[src/rtl/ex_pkg.sv]
// Shared definitions for the execute stage: ALU opcodes, control-field bit
// positions and the multiplier FSM state encoding.
package ex_pkg;

    localparam logic [2:0] ALU_ADD = 3'b000;
    localparam logic [2:0] ALU_SUB = 3'b001;
    localparam logic [2:0] ALU_AND = 3'b010;
    localparam logic [2:0] ALU_OR  = 3'b011;
    localparam logic [2:0] ALU_SLT = 3'b100;
    localparam logic [2:0] ALU_NOR = 3'b101;
    localparam logic [2:0] ALU_SLL = 3'b110;
    localparam logic [2:0] ALU_MUL = 3'b111;

    // muxctrl bit positions; bits 6:4 are carried through untouched
    localparam int MC_REGWRITE = 0;
    localparam int MC_REGDST   = 1;
    localparam int MC_ALUSRC   = 2;
    localparam int MC_MEMTOREG = 3;

    // memctrl bit positions (pass-through only)
    localparam int MEMC_READ  = 0;
    localparam int MEMC_WRITE = 1;

    typedef enum logic [1:0] {
        ST_IDLE = 2'd0,
        ST_BUSY = 2'd1,
        ST_DONE = 2'd2
    } mul_state_t;

endpackage

[src/rtl/ex_stage_mul_iter.sv]
// Iterative shift-add multiplier: one multiplier bit per cycle, WIDTH
// iterations, low WIDTH bits of the product. Built only under EX_MUL_EN.
module mul_iter
    import ex_pkg::*;
#(
    parameter int WIDTH = 32
) (
    input  logic             clock,
    input  logic             reset,
    input  logic             start,
    input  logic [WIDTH-1:0] a_in,
    input  logic [WIDTH-1:0] b_in,
    output logic             busy_out,
    output logic             done_out,
    output logic [WIDTH-1:0] product_out
);

    localparam int CW = $clog2(WIDTH);

    mul_state_t       r_state;
    logic [CW-1:0]    r_count;
    logic [WIDTH-1:0] r_a;
    logic [WIDTH-1:0] r_b;
    logic [WIDTH-1:0] r_acc;

    // Sequencer and datapath: latch operands on start, then add/shift one bit per BUSY cycle
    always_ff @(posedge clock) begin
        if (reset) begin
            r_state <= ST_IDLE;
            r_count <= '0;
            r_a     <= '0;
            r_b     <= '0;
            r_acc   <= '0;
        end else begin
            case (r_state)
                ST_IDLE: begin
                    if (start) begin
                        r_a     <= a_in;
                        r_b     <= b_in;
                        r_acc   <= '0;
                        r_count <= CW'(WIDTH - 1);
                        r_state <= ST_BUSY;
                    end
                end
                ST_BUSY: begin
                    if (r_b[0]) begin
                        r_acc <= r_acc + r_a;
                    end
                    r_a <= r_a << 1;
                    r_b <= r_b >> 1;
                    if (r_count == '0) begin
                        r_state <= ST_DONE;
                    end else begin
                        r_count <= r_count - 1'b1;
                    end
                end
                ST_DONE: begin
                    r_state <= ST_IDLE;
                end
                default: begin
                    r_state <= ST_IDLE;
                end
            endcase
        end
    end

    // Stall starts combinationally on the request cycle so ID/EX holds the MUL
    assign busy_out    = ((r_state == ST_IDLE) && start) || (r_state == ST_BUSY);
    assign done_out    = (r_state == ST_DONE);
    assign product_out = r_acc;

endmodule

[src/rtl/ex_stage.sv]
// Execute stage: operand forwarding (EX/MEM over MEM/WB), ALU, and the
// EX/MEM pipeline register. MUL uses the iterative multiplier only when the
// EX_MUL_EN macro is defined; otherwise MUL returns 0 in one cycle and the
// stage never stalls.
module ex_stage
    import ex_pkg::*;
#(
    parameter int WIDTH = 32
) (
    input  logic             clock,
    input  logic             reset,
    input  logic [WIDTH-1:0] d1_in,
    input  logic [WIDTH-1:0] d2_in,
    input  logic [15:0]      imm_in,
    input  logic [4:0]       rs_in,
    input  logic [4:0]       rt_in,
    input  logic [4:0]       rd_in,
    input  logic [6:0]       muxctrl_in,
    input  logic [1:0]       memctrl_in,
    input  logic [2:0]       aluctrl_in,
    input  logic [4:0]       wb_rd_in,
    input  logic             wb_regwrite_in,
    input  logic [WIDTH-1:0] wb_data_in,
    output logic [WIDTH-1:0] alu_result_out,
    output logic [WIDTH-1:0] store_data_out,
    output logic [4:0]       dest_out,
    output logic [6:0]       muxctrl_out,
    output logic [1:0]       memctrl_out,
    output logic             stall_out
);

    logic [WIDTH-1:0]        w_fwd_a;
    logic [WIDTH-1:0]        w_fwd_b;
    logic [WIDTH-1:0]        w_imm_ext;
    logic [WIDTH-1:0]        w_op_b;
    logic signed [WIDTH-1:0] w_a_s;
    logic signed [WIDTH-1:0] w_b_s;
    logic [WIDTH-1:0]        w_alu;
    logic [WIDTH-1:0]        w_mul_result;
    logic                    w_stall;

    // Forwarding: the EX/MEM register (this stage's own outputs) wins over MEM/WB; r0 never forwards
    always_comb begin
        if (muxctrl_out[MC_REGWRITE] && (dest_out != 5'd0) && (dest_out == rs_in)) begin
            w_fwd_a = alu_result_out;
        end else if (wb_regwrite_in && (wb_rd_in != 5'd0) && (wb_rd_in == rs_in)) begin
            w_fwd_a = wb_data_in;
        end else begin
            w_fwd_a = d1_in;
        end

        if (muxctrl_out[MC_REGWRITE] && (dest_out != 5'd0) && (dest_out == rt_in)) begin
            w_fwd_b = alu_result_out;
        end else if (wb_regwrite_in && (wb_rd_in != 5'd0) && (wb_rd_in == rt_in)) begin
            w_fwd_b = wb_data_in;
        end else begin
            w_fwd_b = d2_in;
        end
    end

    assign w_imm_ext = {{(WIDTH-16){imm_in[15]}}, imm_in};
    assign w_op_b    = muxctrl_in[MC_ALUSRC] ? w_imm_ext : w_fwd_b;
    assign w_a_s     = w_fwd_a;
    assign w_b_s     = w_op_b;

`ifdef EX_MUL_EN
    logic             w_mul_done;
    logic [WIDTH-1:0] w_mul_product;

    mul_iter #(
        .WIDTH (WIDTH)
    ) u_mul (
        .clock       (clock),
        .reset       (reset),
        .start       (aluctrl_in == ALU_MUL),
        .a_in        (w_fwd_a),
        .b_in        (w_op_b),
        .busy_out    (w_stall),
        .done_out    (w_mul_done),
        .product_out (w_mul_product)
    );

    assign w_mul_result = w_mul_done ? w_mul_product : '0;
`else
    assign w_stall      = 1'b0;
    assign w_mul_result = '0;
`endif

    // ALU: add/sub wrap, SLT is signed, SLL shifts the forwarded rt value by the shamt field
    always_comb begin
        w_alu = '0;
        case (aluctrl_in)
            ALU_ADD: w_alu = w_fwd_a + w_op_b;
            ALU_SUB: w_alu = w_fwd_a - w_op_b;
            ALU_AND: w_alu = w_fwd_a & w_op_b;
            ALU_OR:  w_alu = w_fwd_a | w_op_b;
            ALU_SLT: w_alu = {{(WIDTH-1){1'b0}}, (w_a_s < w_b_s)};
            ALU_NOR: w_alu = ~(w_fwd_a | w_op_b);
            ALU_SLL: w_alu = w_fwd_b << imm_in[10:6];
            ALU_MUL: w_alu = w_mul_result;
            default: w_alu = '0;
        endcase
    end

    // EX/MEM register: bubbles while the multiplier stalls, otherwise captures result and held ID/EX fields
    always_ff @(posedge clock) begin
        if (reset || w_stall) begin
            alu_result_out <= '0;
            store_data_out <= '0;
            dest_out       <= '0;
            muxctrl_out    <= '0;
            memctrl_out    <= '0;
        end else begin
            alu_result_out <= w_alu;
            store_data_out <= w_fwd_b;
            dest_out       <= muxctrl_in[MC_REGDST] ? rd_in : rt_in;
            muxctrl_out    <= muxctrl_in;
            memctrl_out    <= memctrl_in;
        end
    end

    assign stall_out = w_stall;

endmodule
[config.mk]
export PLATFORM = sky130hd
export DESIGN_NAME = ex_stage
export DESIGN_NICKNAME = d
export VERILOG_FILES = /design/src/rtl/ex_pkg.sv /design/src/rtl/ex_stage_mul_iter.sv /design/src/rtl/ex_stage.sv
export SDC_FILE = /design/constraint.sdc
export NUM_CORES = 1
export LEC_CHECK = 0
export CORE_MARGIN = 4
export CORE_UTILIZATION = 40
export DETAILED_ROUTE_END_ITERATION = 8
export GPL_ROUTABILITY_DRIVEN = 0
export PLACE_DENSITY = 0.65
export REMOVE_ABC_BUFFERS = 1
export SETUP_SLACK_MARGIN = 0.02
export SKIP_CTS_REPAIR_TIMING = 1
export SYNTH_ARGS = -nofsm -noshare
export SYNTH_HDL_FRONTEND = slang
export SYNTH_HIERARCHICAL = 1
export SYNTH_SLANG_ARGS = --single-unit
[constraint.sdc]
create_clock -name clock -period 7.55 [get_ports clock]
set_input_delay 1.51 -clock clock [delete_from_list [all_inputs] [get_ports clock]]
set_output_delay 1.51 -clock clock [all_outputs]
set_load 0.05 [all_outputs]
== Word level (Yosys, flattened, before mapping) ==
Cells that the tools add are included.

* Input port bits: 147
* RAM bits: 0
* Bits in registers: 78
* Output and inout port bits: 79
* Memories kept: 0
* Bits in read-only memories: 0
* Logic and storage cells: 39
* Latch bits: 0

* Divide/modulo/power cells: 0
* Bitwise operators: 3
* Add/subtract/negate cells: 2
* $mul: 0
* Muxes and demuxes: 7
* Eq/ne operators: 11
* Reduce and logical (&&, ||, !) cells: 9
* $lt $le $gt $ge: 1
* Shift operators: 1

{| class="wikitable"
|+ Operator list
! cell !! number
|-
| $pmux 32 s8 || 1
|-
| $mux 32 || 5
|-
| $add 32x32->32 || 1
|-
| $and 32x32->32 || 1
|-
| $lt 32x32->1 || 1
|-
| $not 32->32 || 1
|-
| $or 32x32->32 || 1
|-
| $shl 32x5->32 || 1
|-
| $sub 32x32->32 || 1
|-
| $eq 5x5->1 || 4
|-
| $eq 3x3->1 const B || 4
|-
| $reduce_bool 5->1 || 2
|-
| $eq 3x2->1 const B || 2
|-
| $logic_and 1x1->1 || 6
|-
| $mux 5 || 1
|-
| $eq 3x1->1 const B || 1
|-
| $logic_not 3->1 || 1
|}

== Logic depth before layout (Yosys ltp) ==
Gate-level depths: netlist of the first run.

* Depth in word-level cells: 9
* Mapped depth: 21
* Gate-level depth less buffers: 19

== Worst setup path before layout of the first run ==
No wires, ideal clock.

* Path type: in2reg
* Start point: input wb_rd_in[3]
* End point: register alu_result_out[0]
* Library setup time: 101 ps
* Data required time: 7449 ps
* Path buffers: 2
* Data arrival time: 5978 ps
* Slack: 1471 ps
* Stages: 21
* Path through: or4_4 -> o21ai_0 -> or4_1 -> clkbuf_1 -> clkbuf_1 -> mux2i_1 -> o21ai_0 -> inv_1 -> ha_1 -> inv_1 -> fa_1 -> nor2b_1 -> o311ai_1 -> a211oi_1 -> o21ai_1 -> nor4_1 -> a21oi_1 -> o21ba_2 -> o31ai_1 -> o311a_1 -> o41ai_1

* Word-level cells in the longest chain between the ends: 9
* Elaborated cells between the ends (all ways): 19
* Classes of those cells: add/sub (2); order compare (1); eq/ne (2); shift (1); mux (6); bitwise (3); reduce/logical (4)

{| class="wikitable"
|+ RTL lines
! element !! RTL line !! text
|-
| from (decl) || ex_stage.sv:21 || <nowiki>input logic [4:0] wb_rd_in,</nowiki>
|-
| parallel branches: the longest is 8 deep, another holds $sub 32x32->32 || n/a ||
|-
| $pmux 32 s8 (*) || ex_stage.sv:92 || <nowiki>case (aluctrl_in)</nowiki>
|-
| to (signal assigned) || ex_stage.sv:114 || <nowiki>alu_result_out <= w_alu;</nowiki>
|-
| to (decl) || ex_stage.sv:24 || <nowiki>output logic [WIDTH-1:0] alu_result_out,</nowiki>
|}

Every way passes the cells marked *.
A chain may end at the register's enable or synchronous reset.

== Final worst setup path of the first run ==
* Start point: input wb_rd_in[2]
* End point: register alu_result_out[30]

Same word-level chain as after synthesis.

==> impl_metrics.toml, run 1 <==
[outcome]
status = "completed"

[global_route]
gr-total-overflow = 0
grt_pass1_vias = 12490
grtUsageTotal = 0.2861
grt_pass1_wl_um = 69700
grt_max_degree = 73
antenna_found_initial = 0

[detailed_routing]
postRouteWirelength_um = 45100
viasPerCell = 6.265
drc = 0
first_pass_iters = 8
vias = 12840
drt_iter0_drc = 1765
antenna_left = 0
wl_per_cell_um = 22.01

[timing]
min_period_over_period = 0.9117
drv_slew = 0
setup_viol = 0
fin_skew_ps = 19.30
relSlewSlack = 0.2437
worst_hold_slack_ps = 675.9
finalCriticalPeriod_ps = 6883
rsz0062_at_grt = "false"
hold_viol_final = 0
fmax_mhz = 145.3
fin_ws_ps = 666.8
tns_ps = 0
tightest_slew_ps = 1126

[cells_and_area]
insertedDiodeCount = 0
drive_above_1_share = 0.07410
nets = 1954
area_growth_pct = 26.30
postLayoutCellArea_um2 = 13680
stdcell_count = 2049
fin_util = 0.5192

[run]
max_cap_violations = 0

[critical_path]
crit_path_start_kind = "primary input"
critPathCaptureType = "register"
critPathArrivalTime_ps = 7090
critical_path_class = "in -> reg"
worstPathRequired_ps = 7760
crit_path_max_fanout = 31
reg2reg_to = "alu_result_out[31]"
r2r_setup_slack_ps = 1950
worst_r2r_startpoint = "dest_out[1]"
reg2regPathDepth = 18

[power_and_ir_drop]
vdd_drop_max_uv = 99.16
power_mw = 2.042
p_leak_nw = 5.672
power_density_nw_per_um2 = 149.2

[cts]
cts_tree = "done"
cts_made_buffers = 9
clk_pin_slew_worst_paths_ps = 70
cts.path.max_buffers = 2
htree_num_levels = 3
cts_root_buf = "clkbuf_16"
clock_sinks = 78
insertion_delay_ps = 380

[place]
dpl_worst_slack_ps = 504.3
placed_cell_area_um2 = 13390
dp.cells = 2033
port_buffers = 224
dpl.hpwl_um = 34120

[min_path]
hold-path-endpoint = "store_data_out[31]"
hold_path.startpoint = "alu_result_out[31]"
holdCritPathClass = "reg -> reg"
hold_path_depth = 3

[die]
row_count = 59
dieArea_um2 = 29780
die_w_um = 172.6
boundaryPins = 226
core_area_um2 = 26350
start_util = 0.4111
fp.dieH_um = 172.6

[synth]
synth_edf_count = 0
ys_ff_latch = 78
ys_async_sr_fraction = 0
syn_area_um2 = 10830
ys_types = 81
syn_inst = 1546
yosysSeqAreaShare = 0.1441
yosys_warnings = 6
synth_ff_type = "dfxtp_1"
avgSynthCellArea_um2 = 7.008
## worst max-delay path, stage by stage
cell             delay [ps]
clkdlybuf4s50_1         540
xor2_1                  250
or4b_4                  740
o21ai_0                 250
a31o_1                  300
o21ai_0                 220
ha_1                    320
inv_1                    80
fa_1                    200
nor2b_1                 190
o311ai_1                110
buf_4                   170
a211oi_1                300
o21ai_1                 210
nor4_1                  500
a21oi_1                 190
o21ba_2                 260
o31ai_1                 340
mux2i_1                 310
a221oi_2                 90
## cell usage after synthesis, types with 7 or more instances
cell type    n  area, um^2
o211ai_1    10       75.07
nor3_1      59       295.3
a22oi_1     14       105.1
o22ai_1      9       56.30
a211oi_1    21       157.7
buf_1       17       63.81
ha_1        96        1201
mux2_2      10       112.6
mux2i_1     91       910.9
inv_1       92       345.3
xor2_1      16       140.1
nand3_1     49       245.2
o21bai_1    11       82.58
buf_2       12       60.06
a21o_1      12       90.09
a22o_1       7       61.31
o21ai_0    135       675.7
a21oi_1     94       470.5
a31oi_1     45       281.5
nand2b_1    13       81.33
a31o_2      24       210.2
xnor2_1     50       437.9
or3_1        7       43.79
o21a_1      23       172.7
a221oi_1    16       140.1
or2_2        8       50.05
nor4_1      12       75.07
dfxtp_1     78        1562
nand2_1    150       563.0
nor2_1     143       536.8
o31ai_1      8       60.06
a222oi_1    11       110.1
nor2b_1     21       131.4
clkbuf_1    85       319.1
## worst max-delay path by stage
| stage | from | to | slack [ps] | cells after the start |
|---|---|---|---|---|
| after global routing | wb_rd_in[2] | alu_result_out[30] | 360 | 19 |
| after floorplan | rs_in[0] | alu_result_out[16] | -2100 | 15 |
| after CTS | wb_rd_in[2] | alu_result_out[30] | 790 | 20 |
| after global placement | wb_rd_in[2] | alu_result_out[30] | 750 | 20 |
| after detailed placement | wb_rd_in[2] | alu_result_out[30] | 500 | 20 |
| final | wb_rd_in[2] | alu_result_out[30] | 670 | 20 |
## layer usage
metal,vias up,track usage,part of all wire
li1,5908,-,-
met1,5950,0.3665,0.41
met2,819,0.4667,0.45
met3,159,0.07096,0.10
met4,0,0.1084,0.040
met5,-,0,0
## placed cells by master, fill, tap and decap left out, drive strengths merged, types with 13 or more instances in the layout
cell,Yosys,layout
nor2,143,143
nor3,60,60
a22oi,14,14
a31oi,45,45
ha,96,96
nor2b,21,21
nand2,150,150
xnor2,50,50
mux2i,91,91
inv,93,98
a221oi,17,17
nand3,49,49
buf,31,47
a211oi,21,21
dfxtp,78,78
clkdlybuf4s50,0,221
nand2b,13,13
xor2,16,16
o21ai,139,139
o21a,23,23
a21oi,94,94
a31o,27,27
## final cells by class
| cell class | count | area (um^2) |
|---|---|---|
| Multi-Input combinational cell | 1258 | 8501 |
| Timing Repair Buffer | 268 | 2560 |
| Clock inverter | 7 | 63.81 |
| Clock buffer | 9 | 225.2 |
| Sequential cell | 78 | 1562 |
| Fill cell | 2563 | 12670 |
| Inverter | 94 | 352.8 |
| Tap cell | 335 | 419.2 |
## cells by family after synthesis
logic type      Yosys count  synth area share
flops                    78            0.1441
compound gates          497            0.3019
xor+xnor                 66           0.05335
other cells               1         0.0003461
buf+inv                 210           0.07518
mux                     105            0.1028
simple gates            491            0.2078
fa+ha+maj                98            0.1146
## sequential cells by signal (all words and copies together), names as in the netlist
name and flops:
alu_result_out 32, store_data_out 32, muxctrl_out 7, dest_out 5, memctrl_out 2
## report_power, final
group / switching, mW / leakage, nW / internal [mW]
Clock: 0.237 / 0.143 / 0.232
Sequential: 0.0226 / 0.648 / 0.443
Combinational: 0.679 / 4.88 / 0.428
Total: 0.938 / 5.67 / 1.10
No activity file was read; power rests on OpenSTA's default activity.
==> inputs of run 2 (changes only) <==
- CTS_CLUSTER_SIZE: unset -> 10
==> results of run 2 <==
Final layout, timing and power as in run 1 (identical DEF).
==> inputs of run 3 (changes only) <==
- GPL_TIMING_DRIVEN: unset -> 0
- TNS_END_PERCENT: unset -> 1
==> run 3 against run 2 <==
  * Core utilization up 0.19 points
  * Largest power group unchanged
  * Count of clock-buffer cells in the layout unchanged
  * Critical endpoint is now alu_result_out[18]
  * Final area rose by 0.37%
  * Sequential cell count unchanged
  * Routed wire length shrank 1.4%
  * Global-route usage shrank 1.1 points
  * Via count is 1.6% lower
  * Highest routed layer unchanged
==> impl_metrics.toml, run 3 (same netlist as run 1, synthesis figures left out) <==
[timing]
tightest_slew_ps = 1187
hold_viol_final = 0
fmax_mhz = 135.7
rsz0062_at_grt = "true"
finalCriticalPeriod_ps = 7367
relSlewSlack = 0.2062
drv_slew = 0
tns_ps = 0
fin_skew_ps = 14.40
min_period_over_period = 0.9758
setup_viol = 0
worst_hold_slack_ps = 673.7

[critical_path]
reg2reg_to = "alu_result_out[30]"
reg2regPathDepth = 18
critPathCaptureType = "register"
worst_r2r_startpoint = "dest_out[1]"
crit_path_start_kind = "primary input"
critPathArrivalTime_ps = 7580
cpMostUsedCell = "o21ai_0"
cp_cell_sequence = "clkdlybuf4s50_1 -> or4_4 -> o211ai_4 -> buf_16 -> o21ai_0 -> a31o_1 -> o21ai_0 -> ha_1 -> inv_1 -> fa_1 -> nor2b_1 -> o311ai_2 -> nand2_1 -> a21oi_1 -> o21ai_0 -> a211o_1 -> xor2_1 -> a222oi_1 -> a21oi_1 -> o32ai_1"
worstPathRequired_ps = 7770
crit_path_max_fanout = 16
critical_path_class = "in -> reg"
slowest_delay_ps = 590
r2r_setup_slack_ps = 1110
cp_slowest_cell = "or4_4"

[cts]
cts_made_buffers = 9
cts_tree = "done"
clock_sinks = 78
clk_pin_slew_worst_paths_ps = 70
cts_root_buf = "clkbuf_16"
cts.path.max_buffers = 2
htree_num_levels = 3
insertion_delay_ps = 370

[global_route]
grtUsageTotal = 0.2751
grt_pass1_vias = 12000
grt_pass1_wl_um = 67610
gr-total-overflow = 0
antenna_found_initial = 1
grt_max_degree = 58

[cells_and_area]
mostFrequentLayoutCells = "218 x clkdlybuf4s50_1, 150 x nand2_1, 143 x nor2_1"
drive_above_1_share = 0.06678
stdcell_count = 2028
nets = 1932
area_growth_pct = 26.76
reg_top3 = "alu_result_out: 32 flops, store_data_out: 32 flops, muxctrl_out: 7 flops"
postLayoutCellArea_um2 = 13730
fill_cells = 2610
mostFrequentLayoutCell = "clkdlybuf4s50_1"

[die]
boundaryPins = 226
row_count = 59
core_area_um2 = 26350
start_util = 0.4111
dieArea_um2 = 29780
die_w_um = 172.6
fp.dieH_um = 172.6

[min_path]
hold-path-endpoint = "store_data_out[31]"
hold_path.startpoint = "alu_result_out[31]"
holdCritPathClass = "reg -> reg"
hold_path_depth = 3

[detailed_routing]
first_pass_iters = 8
wl_per_cell_um = 21.93
postRouteWirelength_um = 44480
antenna_left = 0
drc = 0
vias = 12630
viasPerCell = 6.225
drt_iter0_drc = 1531

[power_and_ir_drop]
power_mw = 2.056
vdd_drop_max_uv = 115.1
p_leak_nw = 5.635
power_density_nw_per_um2 = 149.7

[place]
dpl.hpwl_um = 33350
dp.cells = 2010
placed_cell_area_um2 = 13400
port_buffers = 224

[outcome]
status = "completed"

[run]
max_cap_violations = 0
==> run 3: cell count changes in the layout (fill, tap and decap cells not counted), moves of 3 or more <==
cell             change
buf_6                +4
clkdlybuf4s50_1      -3
buf_16               +5
buf_12               +4
buf_2                +3
buf_4               -37
==> run 3: worst max-delay path, delay by kind of cell <==
kind            cells  cell delay [ps]
fa+ha+maj           2              730
xor+xnor            1              150
compound gates     11             3500
simple gates        3              900
buf+inv             3              770
==> run 3: cell type report <==
type                    instances  area, um^2  share of cell area
inverters                      94       352.8             0.02569
clock buffers                   9       225.2             0.01640
multi-input cells            1259        8548              0.6224
clock inverters                 7       78.83            0.005740
diodes                          1       2.502           0.0001822
repair buffers                245        2545              0.1853
flip-flops and latches         78        1562              0.1137
well taps                     335       419.2             0.03052
==> run 3: worst max path at each step <==
stage	from	to	slack, ps	cells past startpoint
6_report	wb_rd_in[3]	alu_result_out[18]	180	20
5_1_grt	wb_rd_in[3]	alu_result_out[18]	-60	20
4_1_cts	rt_in[4]	alu_result_out[22]	-220	20
3_5_place_dp	rt_in[4]	alu_result_out[22]	-590	20
3_3_place_gp	rs_in[0]	alu_result_out[22]	-6960	16
2_1_floorplan	rs_in[0]	alu_result_out[16]	-2100	15
==> run 3: where the power goes <==
group | total (mW) | switching [mW] | internal [mW]
sequential | 0.463 | 0.0195 | 0.443
combinational | 1.11 | 0.680 | 0.427
clock | 0.486 | 0.225 | 0.261
total | 2.06 | 0.924 | 1.13
==> run 3: through the flow <==
stage	setup WS, ps	util
CTS	-224.9	0.5198
detailed placement	-585.8	0.5083
finish	182.7	0.5211
floorplan	-2103	-
global route	-59.32	0.5211
global placement	-6960	0.4946
==> run 3: routing by layer <==
| layer | track usage | wire length, um | up-vias |
|---|---|---|---|
| met5 | 0 | 0 | - |
| met4 | 0.08550 | 1411 | 0 |
| met3 | 0.05371 | 4508 | 122 |
| met2 | 0.4529 | 20180 | 779 |
| met1 | 0.3658 | 18370 | 5848 |
| li1 | - | - | 5876 |
